File: config.mk
export PLATFORM = sky130hd
export DESIGN_NAME = code_loader
export DESIGN_NICKNAME = d
export VERILOG_FILES = /design/src/rtl/code_loader.sv
export SDC_FILE = /design/constraint.sdc
export NUM_CORES = 1
export LEC_CHECK = 0
export ABC_CLOCK_PERIOD_IN_PS = 2400
export CORE_ASPECT_RATIO = 1.4
export CORE_MARGIN = 4
export CORE_UTILIZATION = 30
export DETAILED_ROUTE_END_ITERATION = 7
export HOLD_SLACK_MARGIN = 0.08
export PLACE_DENSITY = 0.44
export SLEW_MARGIN = 25
export SYNTH_ARGS = -nofsm -noshare
export SYNTH_HDL_FRONTEND = slang
export SYNTH_SLANG_ARGS = --single-unit
File: constraint.sdc
create_clock -name clk -period 2.4 [get_ports clk]
set_input_delay 0.48 -clock clk [delete_from_list [all_inputs] [get_ports clk]]
set_output_delay 0.48 -clock clk [all_outputs]
set_load 0.03 [all_outputs]
File: src/rtl/code_loader.sv
// ============================================================================
//  Module      : code_loader
//  Description : Streams a framed program image from the UART receiver into
//                the code RAM write port, holding the CPU until a load passes.
//  Revision    : 1.0 - initial release
// ============================================================================
`default_nettype none

module code_loader #(
    parameter int          ADDR_WIDTH     = 13,
    parameter logic [7:0]  MAGIC          = 8'hB5,
    parameter int          TIMEOUT_CYCLES = 2700000
) (
    input  logic                  clk,
    input  logic                  reset,
    input  logic                  rx_valid,
    input  logic [7:0]            rx_data,
    output logic                  wr_en,
    output logic [ADDR_WIDTH-1:0] wr_addr,
    output logic [15:0]           wr_data,
    output logic                  cpu_hold,
    output logic                  load_done,
    output logic                  load_ok,
    output logic                  load_err
);

    localparam int                  c_tmo_w    = $clog2(TIMEOUT_CYCLES + 1);
    localparam logic [c_tmo_w-1:0]  c_tmo_last = c_tmo_w'(TIMEOUT_CYCLES - 1);
    localparam logic [16:0]         c_max_len  = 17'(1) << ADDR_WIDTH;

    typedef enum logic [2:0] {
        S_IDLE    = 3'd0,
        S_LEN_HI  = 3'd1,
        S_LEN_LO  = 3'd2,
        S_DATA_HI = 3'd3,
        S_DATA_LO = 3'd4,
        S_CSUM    = 3'd5
    } state_t;

    state_t                 r_state;
    logic [7:0]             r_len_hi;
    logic [15:0]            r_len;
    logic [7:0]             r_data_hi;
    logic [ADDR_WIDTH:0]    r_index;
    logic [7:0]             r_csum;
    logic [c_tmo_w-1:0]     r_tmo_cnt;

    logic [15:0]            w_len_full;
    logic [ADDR_WIDTH:0]    w_next_index;
    logic                   w_last_word;
    logic                   w_timeout;

    assign w_len_full   = {r_len_hi, rx_data};
    assign w_next_index = r_index + 1'b1;
    // Index carries one extra bit so a full 2^ADDR_WIDTH load terminates without wrapping.
    assign w_last_word  = (17'(w_next_index) == {1'b0, r_len});
    assign w_timeout    = (r_state != S_IDLE) && (r_tmo_cnt == c_tmo_last);

    always_ff @(posedge clk) begin
        if (reset) begin
            r_state   <= S_IDLE;
            r_len_hi  <= '0;
            r_len     <= '0;
            r_data_hi <= '0;
            r_index   <= '0;
            r_csum    <= '0;
            r_tmo_cnt <= '0;
            wr_en     <= 1'b0;
            wr_addr   <= '0;
            wr_data   <= '0;
            cpu_hold  <= 1'b0;
            load_done <= 1'b0;
            load_ok   <= 1'b0;
            load_err  <= 1'b0;
        end else begin
            wr_en     <= 1'b0;
            load_done <= 1'b0;

            if (r_state == S_IDLE || rx_valid) begin
                r_tmo_cnt <= '0;
            end else begin
                r_tmo_cnt <= r_tmo_cnt + 1'b1;
            end

            // A byte arriving on the expiry cycle takes priority over the timeout.
            if (rx_valid) begin
                case (r_state)
                    S_IDLE: begin
                        if (rx_data == MAGIC) begin
                            r_state  <= S_LEN_HI;
                            r_csum   <= '0;
                            load_ok  <= 1'b0;
                            load_err <= 1'b0;
                            cpu_hold <= 1'b1;
                        end
                    end
                    S_LEN_HI: begin
                        r_len_hi <= rx_data;
                        r_csum   <= r_csum ^ rx_data;
                        r_state  <= S_LEN_LO;
                    end
                    S_LEN_LO: begin
                        r_len  <= w_len_full;
                        r_csum <= r_csum ^ rx_data;
                        if ({1'b0, w_len_full} > c_max_len) begin
                            load_err <= 1'b1;
                            r_state  <= S_IDLE;
                        end else if (w_len_full == 16'd0) begin
                            r_state <= S_CSUM;
                        end else begin
                            r_index <= '0;
                            r_state <= S_DATA_HI;
                        end
                    end
                    S_DATA_HI: begin
                        r_data_hi <= rx_data;
                        r_csum    <= r_csum ^ rx_data;
                        r_state   <= S_DATA_LO;
                    end
                    S_DATA_LO: begin
                        r_csum  <= r_csum ^ rx_data;
                        wr_en   <= 1'b1;
                        wr_addr <= r_index[ADDR_WIDTH-1:0];
                        wr_data <= {r_data_hi, rx_data};
                        r_index <= w_next_index;
                        r_state <= w_last_word ? S_CSUM : S_DATA_HI;
                    end
                    S_CSUM: begin
                        if (rx_data == r_csum) begin
                            load_done <= 1'b1;
                            load_ok   <= 1'b1;
                            cpu_hold  <= 1'b0;
                        end else begin
                            load_err <= 1'b1;
                        end
                        r_state <= S_IDLE;
                    end
                    default: r_state <= S_IDLE;
                endcase
            end else if (w_timeout) begin
                load_err <= 1'b1;
                r_state  <= S_IDLE;
            end
        end
    end

endmodule

`default_nettype wire

---- Word-level counts from Yosys, hierarchy flattened ----
Cells that the tools add are included.
storage, ports and cells
  register bits after elaboration ......... 113
  output and inout port bits .............. 34
operators by class
  $add $sub $neg .......................... 2
  order comparisons ....................... 1
  equality and inequality tests ........... 17
  muxes and demuxes ....................... 25
  bitwise logic cells ..................... 3
  reduce and logical (&&, ||, !) cells .... 22
operators with widths
  kind                                                                    count
  14-bit 2-to-1 mux                                                       2
  14-bit one-hot mux with 2 select lines                                  1
  22-bit by 1-bit adder with 22-bit output, second input constant         1
  22-bit equality test, second input constant                             1
  3-bit 2-to-1 mux                                                        6
  14-bit by 16-bit equality test with 1-bit output                        1
  16-bit by 14-bit > comparator with 1-bit output, second input constant  1
  16-bit logical NOT                                                      1
  8-bit one-hot mux with 2 select lines                                   1
  3-bit one-hot mux with 5 select lines                                   1
  14-bit by 1-bit adder with 14-bit output, second input constant         1
  1-bit 2-to-1 mux                                                        10
  2-bit AND reduction                                                     5
  8-bit equality test                                                     1
  8-bit equality test, second input constant                              1
  8-bit 2-to-1 mux                                                        1
  4-bit AND reduction                                                     2
  2-bit nonzero test                                                      4
  8-bit XOR                                                               1
  3-bit by 2-bit equality test with 1-bit output, second input constant   2
  3-bit equality test, second input constant                              2
  2-bit != test, second input constant                                    3
  3-bit != test, second input constant                                    2
  5-bit AND reduction                                                     1
  15 further kinds                                                        18

---- Depth between registers and ports, before layout ----
  word-level depth ........................ 5
  mapped depth ............................ 9
  mapped depth without buffers ............ 8

---- Worst setup path after synthesis ----
Ideal clock, no wire load.
  path type ............................... input to register
  from .................................... in rx_data[0]
  to ...................................... reg r_index[12]
  arrival ................................. 1.923 ns
  data required time ...................... 2.260 ns
  slack ................................... 0.337 ns
  stages .................................. 8
  cell sequence ........................... buf_2 nor4_1 nand4_1 mux2i_1 nand2_1 a211oi_2 buf_6 a311oi_1
on the way
  word-level cells in the longest chain between the ends .. 3
  elaborated cells on any way between the ends .. 5
  those cells by class .................... 1 x order compare; 2 x eq/ne; 2 x reduce/logical
ends and longest elaborated chain
  what                                                                                          line      RTL
  from (decl)                                                                                   17        input logic [7:0] rx_data,
  16-bit by 14-bit > comparator with 1-bit output / 16-bit logical NOT (equally long branches)  105, 108
  2-bit != test (no source line)                                                                -
  4-bit AND reduction (no source line) (*)                                                      -
  to (signal assigned)                                                                          125       r_index <= w_next_index;
  to (decl)                                                                                     44        logic [ADDR_WIDTH:0] r_index;
Every way passes the cells marked *; elsewhere a longest branch is shown, timed or not.
A chain may end at the register's enable or synchronous reset.

---- Worst setup path in the final report ----
  from .................................... reg r_index[1]
  to ...................................... reg r_state[1]
on the way
  word-level cells in the longest chain between the ends .. 5
ends and longest elaborated chain
  what                                              line  RTL
  14-bit by 1-bit adder with 14-bit output          54    assign w_next_index = r_index + 1'b1;
  14-bit by 16-bit equality test with 1-bit output  56    assign w_last_word = (17'(w_next_index) == {1'b0, r_len});
  3-bit 2-to-1 mux                                  126   r_state <= w_last_word ? S_CSUM : S_DATA_HI;
  3-bit one-hot mux with 5 select lines             87    case (r_state)
  3-bit 2-to-1 mux                                  86    if (rx_valid) begin
  to (signal assigned)                              126
  to (decl)                                         40    state_t r_state;
Every way passes these cells.

==> reports/results.ini <==
[pwr]
peakVddDrop_mv=0.3690
pwr-share-clk=0.545
comb_power_share=0.024
power_density_mw_per_mm2=657.7
power.switching_mw=0.9357
power.internal_mw=3.414
power.leakage_nw=2.249
switching_share=0.2151
power_frac_seq=0.432

[clocking]
cts_buffer_depth=2
cts_made_buffers=17
htreeDepth=4
cts_sinks=113
cts-root-buf=clkbuf_16
clk_latency_ns=0.41
cts_setup_buffers=0
cts_repair_resize_count=0
cts_tree=done
clk_pin_slew_ns=0.05
postCtsHoldBufs=0

[detailed_routing]
vias=4618
first_pass_iters=5
ant_nets=0
vias_per_cell=4.831
drt_iter0_drc=219
wl_mm=13.92
drc=0
route.detailed.wl_per_inst_um=14.56

[final_layout]
area_growth_pct=27.77
n_antenna_cell=0
fin_util=0.3917
final_cell_area_mm2=0.006614
final_common_cell=nand2_1
final_nets=724
mostFrequentLayoutCells=147 x nand2_1, 113 x dfxtp_1, 83 x a21oi_1, 45 x buf_4, 43 x nor2_1
drive_gt1_frac=0.1215
n_fill_cell=1766

[sta]
min_period_ns=2.200
clock_skew_ns=0.008520
finalSetupTns_ns=0
timing.final.crit_share=0.9165
setup_viol=0
finalHoldViolCount=0
fmax_mhz=454.6
whs_ns=0.3932
slew_violations=0
slew_headroom=0.5789
rsz0062_at_grt=no
worst_pin_slew_ns=0.6258

[setup_path]
crit_required_ns=2.70
critPathLaunchType=flip-flop
ff2ff_setup_slack_ns=0.20
crit_buf_inv=0
startpoint=r_index[1]$_SDFFE_PP0P_
path_cells=ha_1, xor2_1, nor4_1, o2111ai_1, nor3_1, nand4b_1, a21o_1
cp_top_family=simple AND/OR/NAND/NOR gates
slowest_delay_ns=0.48
r2r-start=r_index[1]$_SDFFE_PP0P_
end_kind=flip-flop
worst-setup-path-type=reg2reg
path_max_fanout=3
cp.arrival_ns=2.50
critPathSlowestCell=nor4_1
rr_worst_depth=7
crit_cells=7

[logic_synthesis]
ys_types=55
ys_warn_count=0
syn_area_per_cell_um2=7.939
syn_nets=665
ys_async_sr_fraction=0
synth_edf_count=0
syn_area_mm2=0.005176
seq_area_frac_synth=0.4370
ys_ff_latch=113
synthCells=652
synthFlopType=dfxtp_1

[min_path]
hold-path-cell-count=2
worstHoldStart=reset
hold_path.class=in2reg

[global_routing]
grt_overflow=0
grt_pass1_wl_mm=23.45
grt.total_usage=0.1518
grt_max_degree=49
grt_pass1_vias=4584
antenna_found_initial=0

[placement]
hpwl_mm=9.983
port_buffers=44
place_area_mm2=0.006051
gp_congestion=0.7719

[status]
status=complete, no violations

[floorplan]
rows=56
die_h_um=163.4
die_area_mm2=0.01945
io_pins=45
design.core.area_mm2=0.01689
fp.dieW_um=119.0
start_util=0.3065

[flow_run]
cap_violations=0

==> cell usage after synthesis, types with 8 or more instances <==
library cell / n / area, um^2
nor2b_1: 8 / 50.05
clkbuf_1: 30 / 112.6
a21oi_1: 83 / 415.4
o21ai_0: 22 / 110.1
xnor2_1: 23 / 201.4
and3_1: 11 / 68.82
inv_1: 9 / 33.78
nor2_1: 43 / 161.4
nand2_1: 147 / 551.8
nand3b_1: 8 / 60.06
nand4_1: 10 / 62.56
a311oi_1: 8 / 70.07
xor2_1: 22 / 192.7
nand3_1: 17 / 85.08
dfxtp_1: 113 / 2262
buf_2: 15 / 75.07
==> cells by family (layout without fill, tap and decap cells) <==
kind of cell / after synthesis / in the layout / share of synthesized area
xor+xnor: 45 / 45 / 0.07614
simple gates: 288 / 288 / 0.2683
compound gates: 143 / 143 / 0.1610
fa+ha+maj: 2 / 2 / 0.004834
flops: 113 / 113 / 0.4370
buf+inv: 60 / 132 / 0.05076
mux: 1 / 1 / 0.001934
==> final timing paths <==
kind | to
setup / recovery | r_state[1]$_SDFFE_PP0P_
hold / removal | r_state[0]$_SDFFE_PP0P_
setup reg to reg | r_state[1]$_SDFFE_PP0P_
hold reg to reg | wr_data[9]$_SDFFE_PP0P_
==> flip-flops by register name, summed over array words and instances (netlist names), 3 cells and up <==
register / cells
r_len_hi: 8
r_csum: 8
r_len: 16
r_state: 3
wr_addr: 13
wr_data: 16
r_data_hi: 8
r_tmo_cnt: 22
r_index: 14
==> cell type report <==
cell class | instances | area (um^2) | share of cell area
clock buffer | 23 | 478.0 | 0.07227
clock inverter | 9 | 82.58 | 0.01249
inverter | 9 | 33.78 | 0.005108
multi-input combinational | 479 | 2651 | 0.4009
sequential | 113 | 2262 | 0.3420
tap | 232 | 290.3 | 0.04389
timing repair buffer | 91 | 815.8 | 0.1233
==> power groups by stage <==
stage          registers, mW  logic [mW]  clock network (mW)
6_report                1.88       0.103                2.37
5_1_grt                 1.88       0.112                2.53
4_1_cts                 1.88       0.105                2.44
3_5_place_dp            1.92       0.105                   0
3_3_place_gp            1.92       0.105                   0
2_1_floorplan           1.92      0.0540                   0
==> per-layer routing <==
layer / vias to the layer above / GRT usage / routed length [um]
li1: 2349 / - / -
met1: 2190 / 0.1779 / 6070
met2: 69 / 0.2701 / 7299
met3: 10 / 0.03914 / 408
met4: 0 / 0.04744 / 144
met5: - / 0 / 0
==> stage by stage <==
stage	cells	power, mW	worst slack [ns]
2_1_floorplan	652	1.972	0.3370
3_3_place_gp	924	2.022	-0.2580
3_5_place_dp	924	2.023	-0.2929
4_1_cts	956	4.418	0.1486
5_1_grt	956	4.519	0.02885
6_report	956	4.350	0.2005
==> worst reg2reg max path, cell delays in order, from the launching register on <==
cell	delay, ns
dfxtp_1	0.38
ha_1	0.27
xor2_1	0.15
nor4_1	0.48
o2111ai_1	0.21
nor3_1	0.17
nand4b_1	0.22
a21o_1	0.22
(Power assumes the default switching activity.)
